`src/rtl/aes_mode_pkg.sv`:
```
// Shared types and constants for the AES block-mode sequencer.
// Latency: n/a (declarations only).
// Backpressure: n/a. Macro AES_CTR_MODE_EN decides whether CTR is a legal mode.
package aes_mode_pkg;

    localparam int BLK_W = 128;

    typedef enum logic [1:0] {
        MODE_ECB = 2'd0,
        MODE_CBC = 2'd1,
        MODE_CTR = 2'd2,
        MODE_ILL = 2'd3
    } aes_mode_e;

    typedef enum logic [2:0] {
        ST_NOKEY = 3'd0,
        ST_KEYX  = 3'd1,
        ST_IDLE  = 3'd2,
        ST_RUN   = 3'd3,
        ST_HOLD  = 3'd4
    } aes_state_e;

    localparam logic [2:0] FUNC_DEC    = 3'h0;
    localparam logic [2:0] FUNC_ENC    = 3'h1;
    localparam logic [2:0] FUNC_KEYEXP = 3'h2;

    // One queued input block with its end-of-message marker.
    typedef struct packed {
        logic             last;
        logic [BLK_W-1:0] data;
    } blk_t;

    // A mode is legal only if this build can actually execute it.
    function automatic logic mode_legal(input logic [1:0] m);
`ifdef AES_CTR_MODE_EN
        return (m != MODE_ILL);
`else
        return (m == MODE_ECB) || (m == MODE_CBC);
`endif
    endfunction

endpackage

```
`src/rtl/aes_blk_fifo.sv`:
```
// Input-block FIFO: DEPTH entries of WIDTH bits, first-word fall-through read port.
// Latency: a pushed word is visible on rdata the cycle after the push.
// Backpressure: full blocks a push unless a pop happens in the same cycle; flush empties it.
module aes_blk_fifo #(
    parameter int WIDTH = 129,
    parameter int DEPTH = 4
) (
    input  logic             clk,
    input  logic             reset,
    input  logic             flush,
    input  logic             push,
    input  logic [WIDTH-1:0] wdata,
    input  logic             pop,
    output logic [WIDTH-1:0] rdata,
    output logic             full,
    output logic             empty
);

    localparam int AW = $clog2(DEPTH);

    logic [WIDTH-1:0] mem [DEPTH];
    logic [AW:0]      wr_ptr;
    logic [AW:0]      rd_ptr;
    logic             do_push;
    logic             do_pop;

    // Extra pointer bit distinguishes full from empty when the indices match.
    assign empty   = (wr_ptr == rd_ptr);
    assign full    = (wr_ptr[AW] != rd_ptr[AW]) && (wr_ptr[AW-1:0] == rd_ptr[AW-1:0]);
    assign do_pop  = pop & ~empty;
    assign do_push = push & (~full | do_pop);
    assign rdata   = mem[rd_ptr[AW-1:0]];

    // Pointer update; flush behaves like reset for the occupancy.
    always_ff @(posedge clk) begin
        if (reset || flush) begin
            wr_ptr <= '0;
            rd_ptr <= '0;
        end else begin
            if (do_push) wr_ptr <= wr_ptr + {{AW{1'b0}}, 1'b1};
            if (do_pop)  rd_ptr <= rd_ptr + {{AW{1'b0}}, 1'b1};
        end
    end

    // Storage write; contents are don't-care while the entry is not occupied.
    always_ff @(posedge clk) begin
        if (do_push) mem[wr_ptr[AW-1:0]] <= wdata;
    end

endmodule

```
`src/rtl/aes_mode_seq.sv`:
```
// ECB/CBC/CTR block-mode sequencer in front of an external single-block AES core.
// Latency: core_start the cycle after a block reaches the FIFO head in IDLE; out_valid the cycle after core_done.
// Backpressure: one result held until out_ready; input stalls when the FIFO is full. AES_CTR_MODE_EN adds CTR.
module aes_mode_seq
    import aes_mode_pkg::*;
#(
    parameter int KEY_BITS   = 128,
    parameter int FIFO_DEPTH = 4
) (
    input  logic                eph1,
    input  logic                reset,
    input  logic                cfg_load,
    input  logic [1:0]          cfg_mode,
    input  logic                cfg_decrypt,
    input  logic [BLK_W-1:0]    cfg_iv,
    input  logic [KEY_BITS-1:0] key,
    input  logic                in_valid,
    output logic                in_ready,
    input  logic [BLK_W-1:0]    in_data,
    input  logic                in_last,
    output logic                out_valid,
    input  logic                out_ready,
    output logic [BLK_W-1:0]    out_data,
    output logic                out_last,
    output logic                core_start,
    output logic [2:0]          core_func,
    output logic [BLK_W-1:0]    core_text,
    output logic [KEY_BITS-1:0] core_key,
    input  logic                core_done,
    input  logic [BLK_W-1:0]    core_result,
    output logic                busy,
    output logic                err
);

    aes_state_e          state_q, state_d;
    aes_mode_e           mode_q;
    logic                decrypt_q;
    logic [BLK_W-1:0]    iv_q;
    logic [BLK_W-1:0]    chain_q;
    logic [KEY_BITS-1:0] key_q;
    logic                err_q;
    logic                key_started_q;
    blk_t                cur_q;
`ifdef AES_CTR_MODE_EN
    logic [BLK_W-1:0]    ctr_q;
`endif

    logic                out_valid_q;
    logic [BLK_W-1:0]    out_data_q;
    logic                out_last_q;
    logic                core_start_q;
    logic [2:0]          core_func_q;
    logic [BLK_W-1:0]    core_text_q;

    blk_t                fifo_wdata;
    blk_t                head;
    logic                fifo_push, fifo_pop, fifo_flush, fifo_full, fifo_empty;

    logic                issue_key, issue_blk, take_result, out_fire;
    logic [2:0]          blk_func;
    logic [BLK_W-1:0]    blk_text;
    logic [BLK_W-1:0]    res_data;

    assign in_ready   = ~fifo_full & (state_q != ST_NOKEY);
    assign fifo_push  = in_valid & in_ready;
    assign fifo_wdata = '{last: in_last, data: in_data};

    aes_blk_fifo #(
        .WIDTH ($bits(blk_t)),
        .DEPTH (FIFO_DEPTH)
    ) u_fifo (
        .clk   (eph1),
        .reset (reset),
        .flush (fifo_flush),
        .push  (fifo_push),
        .wdata (fifo_wdata),
        .pop   (fifo_pop),
        .rdata (head),
        .full  (fifo_full),
        .empty (fifo_empty)
    );

    // State register.
    always_ff @(posedge eph1) begin
        if (reset) state_q <= ST_NOKEY;
        else       state_q <= state_d;
    end

    // Next state and one-cycle control strobes; a new configuration overrides everything.
    always_comb begin
        state_d     = state_q;
        fifo_pop    = 1'b0;
        fifo_flush  = 1'b0;
        issue_key   = 1'b0;
        issue_blk   = 1'b0;
        take_result = 1'b0;
        out_fire    = 1'b0;
        if (cfg_load) begin
            state_d    = ST_KEYX;
            fifo_flush = (state_q == ST_RUN) || (state_q == ST_HOLD);
        end else begin
            case (state_q)
                ST_NOKEY: state_d = ST_NOKEY;
                // A done seen before or alongside our own start belongs to an abandoned op.
                ST_KEYX: begin
                    if (!key_started_q)                  issue_key = 1'b1;
                    else if (core_done && !core_start_q) state_d   = ST_IDLE;
                end
                ST_IDLE: begin
                    if (!fifo_empty) begin
                        fifo_pop  = 1'b1;
                        issue_blk = 1'b1;
                        state_d   = ST_RUN;
                    end
                end
                ST_RUN: begin
                    if (core_done) begin
                        take_result = 1'b1;
                        state_d     = ST_HOLD;
                    end
                end
                ST_HOLD: begin
                    if (out_ready) begin
                        out_fire = 1'b1;
                        state_d  = ST_IDLE;
                    end
                end
                default: state_d = ST_NOKEY;
            endcase
        end
    end

    // Core request for the block at the FIFO head, per mode.
    always_comb begin
        blk_text = head.data;
        blk_func = decrypt_q ? FUNC_DEC : FUNC_ENC;
        case (mode_q)
            MODE_CBC: if (!decrypt_q) blk_text = head.data ^ chain_q;
`ifdef AES_CTR_MODE_EN
            MODE_CTR: begin
                blk_text = ctr_q;
                blk_func = FUNC_ENC;
            end
`endif
            default: blk_text = head.data;
        endcase
    end

    // Output block from the core result, per mode.
    always_comb begin
        res_data = core_result;
        case (mode_q)
            MODE_CBC: if (decrypt_q) res_data = core_result ^ chain_q;
`ifdef AES_CTR_MODE_EN
            MODE_CTR: res_data = core_result ^ cur_q.data;
`endif
            default: res_data = core_result;
        endcase
    end

    // Configuration, chaining state, core request and output registers.
    always_ff @(posedge eph1) begin
        if (reset) begin
            mode_q        <= MODE_ECB;
            decrypt_q     <= 1'b0;
            iv_q          <= '0;
            chain_q       <= '0;
            key_q         <= '0;
            err_q         <= 1'b0;
            key_started_q <= 1'b0;
            cur_q         <= '0;
`ifdef AES_CTR_MODE_EN
            ctr_q         <= '0;
`endif
            out_valid_q   <= 1'b0;
            out_data_q    <= '0;
            out_last_q    <= 1'b0;
            core_start_q  <= 1'b0;
            core_func_q   <= 3'h0;
            core_text_q   <= '0;
        end else begin
            core_start_q <= 1'b0;
            if (cfg_load) begin
                mode_q        <= mode_legal(cfg_mode) ? aes_mode_e'(cfg_mode) : MODE_ECB;
                decrypt_q     <= cfg_decrypt;
                iv_q          <= cfg_iv;
                chain_q       <= cfg_iv;
`ifdef AES_CTR_MODE_EN
                ctr_q         <= cfg_iv;
`endif
                key_q         <= key;
                key_started_q <= 1'b0;
                out_valid_q   <= 1'b0;
                if (!mode_legal(cfg_mode)) err_q <= 1'b1;
            end
            if (issue_key) begin
                core_start_q  <= 1'b1;
                core_func_q   <= FUNC_KEYEXP;
                key_started_q <= 1'b1;
            end
            if (issue_blk) begin
                core_start_q <= 1'b1;
                core_func_q  <= blk_func;
                core_text_q  <= blk_text;
                cur_q        <= head;
            end
            if (take_result) begin
                out_valid_q <= 1'b1;
                out_data_q  <= res_data;
                out_last_q  <= cur_q.last;
                if (mode_q == MODE_CBC) chain_q <= decrypt_q ? cur_q.data : core_result;
`ifdef AES_CTR_MODE_EN
                if (mode_q == MODE_CTR) ctr_q <= ctr_q + 128'd1;
`endif
            end
            if (out_fire) begin
                out_valid_q <= 1'b0;
                if (out_last_q) begin
                    chain_q <= iv_q;
`ifdef AES_CTR_MODE_EN
                    ctr_q   <= iv_q;
`endif
                end
            end
        end
    end

    assign out_valid  = out_valid_q;
    assign out_data   = out_data_q;
    assign out_last   = out_last_q;
    assign core_start = core_start_q;
    assign core_func  = core_func_q;
    assign core_text  = core_text_q;
    assign core_key   = key_q;
    assign err        = err_q;
    // NOKEY counts as quiescent so that busy reads 0 straight out of reset.
    assign busy = ((state_q != ST_IDLE) && (state_q != ST_NOKEY)) || !fifo_empty;

endmodule
```
`config.mk`:
```
export PLATFORM = sky130hd
export DESIGN_NAME = aes_mode_seq
export DESIGN_NICKNAME = d
export VERILOG_FILES = /design/src/rtl/aes_mode_pkg.sv /design/src/rtl/aes_blk_fifo.sv /design/src/rtl/aes_mode_seq.sv
export SDC_FILE = /design/constraint.sdc
export NUM_CORES = 2
export LEC_CHECK = 0
export CORE_MARGIN = 3
export CORE_UTILIZATION = 40
export CTS_CLUSTER_DIAMETER = 120
export DETAILED_ROUTE_END_ITERATION = 7
export SLEW_MARGIN = 20
export SYNTH_ARGS = -nofsm -noshare
export SYNTH_HDL_FRONTEND = slang
export SYNTH_SLANG_ARGS = --single-unit
```
`constraint.sdc`:
```
create_clock -name eph1 -period 8 [get_ports eph1]
set_input_delay 0.8 -clock eph1 [delete_from_list [all_inputs] [get_ports eph1]]
set_output_delay 0.8 -clock eph1 [all_outputs]
set_load 0.1 [all_outputs]
```
## Word-level counts from Yosys, hierarchy flattened

Memories as Yosys holds them, arrays and structs flattened. A register that Yosys moved wholly into a read port is not among the register bits.
Cells that the tools add are included.

- Add/sub/neg operators: 2
- Multipliers: 0
- Divide/modulo/power cells: 0
- Order comparisons: 0
- Equality and inequality tests: 20
- Shifts and indexed selects: 0
- Multiplexer cells: 43
- Bitwise gates (word level): 10
- Reduce and logical (&&, ||, !) cells: 19

Operators with widths:

| operator | number |
|---|---|
| 128-bit two-way mux | 10 |
| 128-bit XOR | 2 |
| 1-bit two-way mux | 22 |
| 3-bit two-way mux | 7 |
| 3-bit != test (second input constant) | 5 |
| 3-bit one-hot mux with 4 select lines | 1 |
| 2-bit != test (second input constant) | 5 |
| 5-bit AND reduction | 2 |
| 3-bit by 1-bit adder with 3-bit output (second input constant) | 2 |
| 3-bit by 2-bit == test with 1-bit output (second input constant) | 2 |
| 2-bit two-way mux | 3 |
| 2-bit nonzero test | 3 |
| 1-bit AND | 4 |
| 2-bit by 1-bit == test with 1-bit output (second input constant) | 2 |
| 1-bit logical OR | 4 |
| 2-bit OR reduction | 2 |
| 3-bit by 1-bit == test with 1-bit output (second input constant) | 1 |
| 3-bit == test | 1 |
| 3-bit == test (second input constant) | 1 |
| 1-bit logical AND | 3 |
| 3-bit by 2-bit != test with 1-bit output (second input constant) | 1 |
| 1-bit NOT | 3 |
| 3-bit nonzero test | 1 |
| 2-bit == test | 1 |
| 5 further kinds | 6 |

- Bits in registers: 789
- Bits in latches: 0
- Bits in writable memories: 516
- Memory bits (read-only): 0
- Input port bits: 522
- Memories kept: 1

Memories:

| memory | depth | width | read ports | clocked after Yosys merged registers in | write ports | line | RTL |
|---|---|---|---|---|---|---|---|
| u_fifo.mem | 4 | 129 | 1 | 1 | 1 | aes_blk_fifo.sv:21 | `logic [WIDTH-1:0] mem [DEPTH];` |

## Logic depth before layout (Yosys ltp)

- Depth after elaboration: 9
- Gate-level depth with buffers: 8
- Mapped depth without buffers: 4

## By module

Synthesis repeated with hierarchy kept, for this count alone.

- Cells, all modules: 4,467
- Area total of the unflattened synthesis: 53,431.2 µm²

Modules (own cells, without submodules):

| module | instances | cells an instance | area each (µm²) | seq. area each (µm²) |
|---|---|---|---|---|
| aes_mode_seq | 1 | 3,739 | 34,375.5 | 15,655.0 |
| aes_blk_fifo | 1 | 728 | 19,055.8 | 15,655.0 |

## Least setup slack after synthesis

OpenSTA, ideal clock, no wires.

- Path type: input-to-reg
- Start: in in_valid
- End: mem u_fifo.mem[3][0] (enable)
- Arrival time: 6.392 ns
- Path slack: 0.990 ns
- Cell stages on the path: 3
- Path through: o31a_1 -> o31ai_1 -> nor2_1

- Longest elaborated chain between the ends: 4

Ends and longest elaborated chain:

| what | line | RTL |
|---|---|---|
| start: declaration | aes_mode_seq.sv:17 | `input logic in_valid,` |
| 1-bit AND | aes_mode_seq.sv:65 | `assign fifo_push = in_valid & in_ready;` |
| 1-bit AND | aes_blk_fifo.sv:31 | `assign do_push = push & (~full \| do_pop);` |
| 1-bit two-way mux | aes_blk_fifo.sv:47 | `if (do_push) mem[wr_ptr[AW-1:0]] <= wdata;` |
| 1-bit two-way mux (not written as such) | aes_blk_fifo.sv:47 |  |
| end: declaration | aes_blk_fifo.sv:21 |  |

Every way passes these cells.

## Worst setup path after layout

- Start: reg u_fifo.wr_ptr[0]
- End: out busy

- Longest elaborated chain between the ends: 3

Ends and longest elaborated chain:

| what | line | RTL |
|---|---|---|
| start: declaration | aes_blk_fifo.sv:22 | `logic [AW:0] wr_ptr;` |
| start signal: assignment | aes_blk_fifo.sv:40 | `if (do_push) wr_ptr <= wr_ptr + {{AW{1'b0}}, 1'b1};` |
| 3-bit == test | aes_blk_fifo.sv:28 | `assign empty = (wr_ptr == rd_ptr);` |
| 1-bit logical NOT | aes_mode_seq.sv:237 | `assign busy = ((state_q != ST_IDLE) && (state_q != ST_NOKEY)) \|\| !fifo_empty;` |
| 1-bit logical OR | aes_mode_seq.sv:237 |  |
| end: declaration | aes_mode_seq.sv:31 | `output logic busy,` |

Every way passes these cells.

==> results.py <==
metrics = {
    "pwr": {
        "switching_share": 0.2456,
        "peakVddDrop_mv": 0.1792,
        "clock_power_share": 0.435,
        "p_int_mw": 11.65,
        "pwr-share-comb": 0.098,
        "p_per_area_mw_per_mm2": 223.5,
        "switchingPower_mw": 3.791,
        "p_leak_nw": 23.54,
        "power_frac_seq": 0.467,
    },
    "drt": {
        "post_drt_wl_per_cell_um": 25.28,
        "drt-initial-drc-count": 3011,
        "final_antenna_net_count": 0,
        "wl_um": 180500,
        "drc": 0,
        "via_count": 37940,
        "first_pass_iters": 5,
        "vias_per_cell": 5.311,
    },
    "layout": {
        "final_common_cell": "clkdlybuf4s50_1",
        "final_cell_mix": "clkdlybuf4s50_1, dfxtp_1, nand2_1",
        "finish.utilization": 0.5157,
        "fin_nets": 5739,
        "syn_to_final_growth_pct": 27.61,
        "stdcell_count": 7143,
        "drive_gt1_frac": 0.1036,
    },
    "sta": {
        "finalCritPeriodShare": 0.4909,
        "grt_setup_unrepaired": "no",
        "final.setup.tns_ns": 0,
        "skew_ns": 0.03448,
        "slew_viol_final": 0,
        "finalSetupViolCount": 0,
        "hold_viol_final": 0,
        "setup_ws_ns": 4.073,
        "relSlewSlack": 0.1950,
        "min_period_ns": 3.927,
        "worstMarginPinSlew_ns": 1.204,
        "fmax_mhz": 254.6,
    },
    "worst_setup_path": {
        "cp-start-kind": "flop",
        "critPathKind": "reg2out",
        "cp.required_ns": 7.20,
        "arrival_ns": 3.13,
        "crit_chain": "xnor2_1 -> nand2_1 -> or4_1 -> clkdlybuf4s50_1",
        "crit_path_top_delay_cell": "clkdlybuf4s50_1",
        "cp-end-kind": "output port",
        "worst-path-buf-inv": 1,
        "critPathMaxFanout": 6,
        "slowest_delay_ns": 1.05,
        "cp_top_family": "buffers and inverters",
    },
    "cts": {
        "cts-htree-levels": 4,
        "clk_pin_slew_ns": 0.06,
        "clock-sinks": 1306,
        "clockRootBuffer": "clkbuf_16",
        "holdBufCountCts": 0,
        "cts_tree": "built",
        "cts_buffers": 145,
        "clockBufferDepth": 3,
        "worstSkewPairLatency_ns": 0.77,
        "cts_setup_buffers": 0,
        "cts_resized": 0,
    },
    "floorplanning": {
        "fp.dieH_um": 373.9,
        "io_pins": 915,
        "die_w_um": 373.9,
        "initial_utilization": 0.4041,
        "coreArea_mm2": 0.1340,
        "rows": 134,
        "fp.dieArea_mm2": 0.1398,
    },
    "yosys": {
        "synth_largest_area_cell": "dfxtp_1",
        "synth_top_flop_cell": "dfxtp_1",
        "syn_area_mm2": 0.05413,
        "synth_top_area_share": 0.2921,
        "synth_fp_nets": 4990,
        "netlist_top_cells_area": "dfxtp_1, edfxtp_1, mux2i_1, mux4_2, nand2_1",
        "syn_area_per_cell_um2": 12.13,
        "ys_seq_area_frac": 0.5784,
        "ys_types": 51,
        "ys_ff_latch": 1306,
        "ys_warn_count": 0,
        "synth_edf_count": 516,
        "syn_inst": 4463,
        "async_flop_share": 0,
    },
    "grt": {
        "grt_pass1_vias": 37820,
        "grt_pass1_wl_um": 263100,
        "met2_usage": 0.4088,
        "antenna_found_initial": 61,
        "track_usage": 0.2517,
        "grt_max_degree": 159,
        "overflow": 0,
        "grt_util_met3": 0.07218,
        "busiest_layer": "met2",
        "grt_use_met1": 0.3168,
    },
    "job": {
        "drv_cap": 0,
    },
    "placed_design": {
        "dp_hpwl_um": 117200,
        "port_buffers": 913,
        "pre_cts_ws_ns": 4.139,
        "gp_congestion": 0.8579,
        "placedCellCount": 6833,
    },
    "run_status": {
        "status": "finished clean",
    },
    "worst_hold_path": {
        "min_path_type": "reg2reg",
    },
}
logic make-up after synthesis:
family / share of synthesized area
and+or+nand+nor: 0.1089
other: 0.00006927
xor gates and xnor gates: 0.04313
adders and majority gates: 0.001156
AOI/OAI and AO/OA: 0.08496
muxes: 0.1489
DFF: 0.5784
buffers and inverters: 0.03448
layer usage:
metal	vias to the layer above	wire (um)
li1	17650	-
met3	309	14430
met2	1332	85630
met4	38	6517
met1	18610	73690
met5	-	270
cell type report:
cell class	count	area, um2
Tap cell	1768	2212
Multi-Input combinational cell	2788	21020
Clock inverter	66	605.6
Inverter	9	33.78
Fill cell	11920	64880
Timing Repair Buffer	962	9587
Clock buffer	206	4198
Antenna cell	38	95.09
Sequential cell	1306	31330
worst register-to-register path: cells and delay by family (launching register included):
family                 cells  cell delay [ns]
and+or+nand+nor            3             1.43
buffers and inverters      1             0.91
DFF                        1             0.68
AOI/OAI and AO/OA          1             0.31
worst paths after layout:
kind / startpoint / cells after the start / endpoint / slack (ns)
hold / removal: cur_q[58] / 2 / cur_q[58] / 0.45
hold reg to reg: cur_q[58] / 2 / cur_q[58] / 0.45
setup reg to reg: mode_q[0] / 5 / chain_q[31] / 4.57
setup / recovery: u_fifo.wr_ptr[0] / 4 / busy / 4.07
sequential cells by signal, indices dropped and copies added (netlist names), 2 cells and up, named ones only:
| signal | cells |
|---|---|
| out_data | 128 |
| mode_q | 2 |
| core_key | 128 |
| u_fifo.mem | 516 |
| chain_q | 128 |
| core_text | 128 |
| state_q | 3 |
| u_fifo.rd_ptr | 3 |
| u_fifo.wr_ptr | 3 |
| core_func | 2 |
| iv_q | 128 |
| cur_q | 129 |
power by group through the flow:
stage	Clock [mW]	Sequential, mW	Combinational, mW
floorplan	0	7.65	0.589
global placement	0	7.35	1.50
detailed placement	0	7.35	1.51
CTS	6.87	7.21	1.52
global route	7.11	7.23	1.59
finish	6.72	7.21	1.51
cell usage after synthesis (all sizes together) (3+ instances only):
cell type	instances
nor2	526
a32o	128
a21oi	139
nor2b	3
mux4	129
inv	9
nor4bb	119
xnor2	133
and4bb	9
a211oi	257
nand2	649
xor2	131
ha	5
clkbuf	146
dfxtp	790
and2	5
o21ai	3
nand2b	5
mux2i	515
buf	214
edfxtp	516
per-stage QoR:
step / total power, mW / area (um2) / hold WS (ns)
global placement: 8.851 / 64200 / 0.4415
finish: 15.44 / 69080 / 0.4525
global route: 15.93 / 69030 / 0.4659
CTS: 15.60 / 68990 / 0.4539
floorplan: 8.244 / 54130 / 0.4360
detailed placement: 8.860 / 64190 / 0.4461
Note: power is estimated with default switching activity, not from simulation.
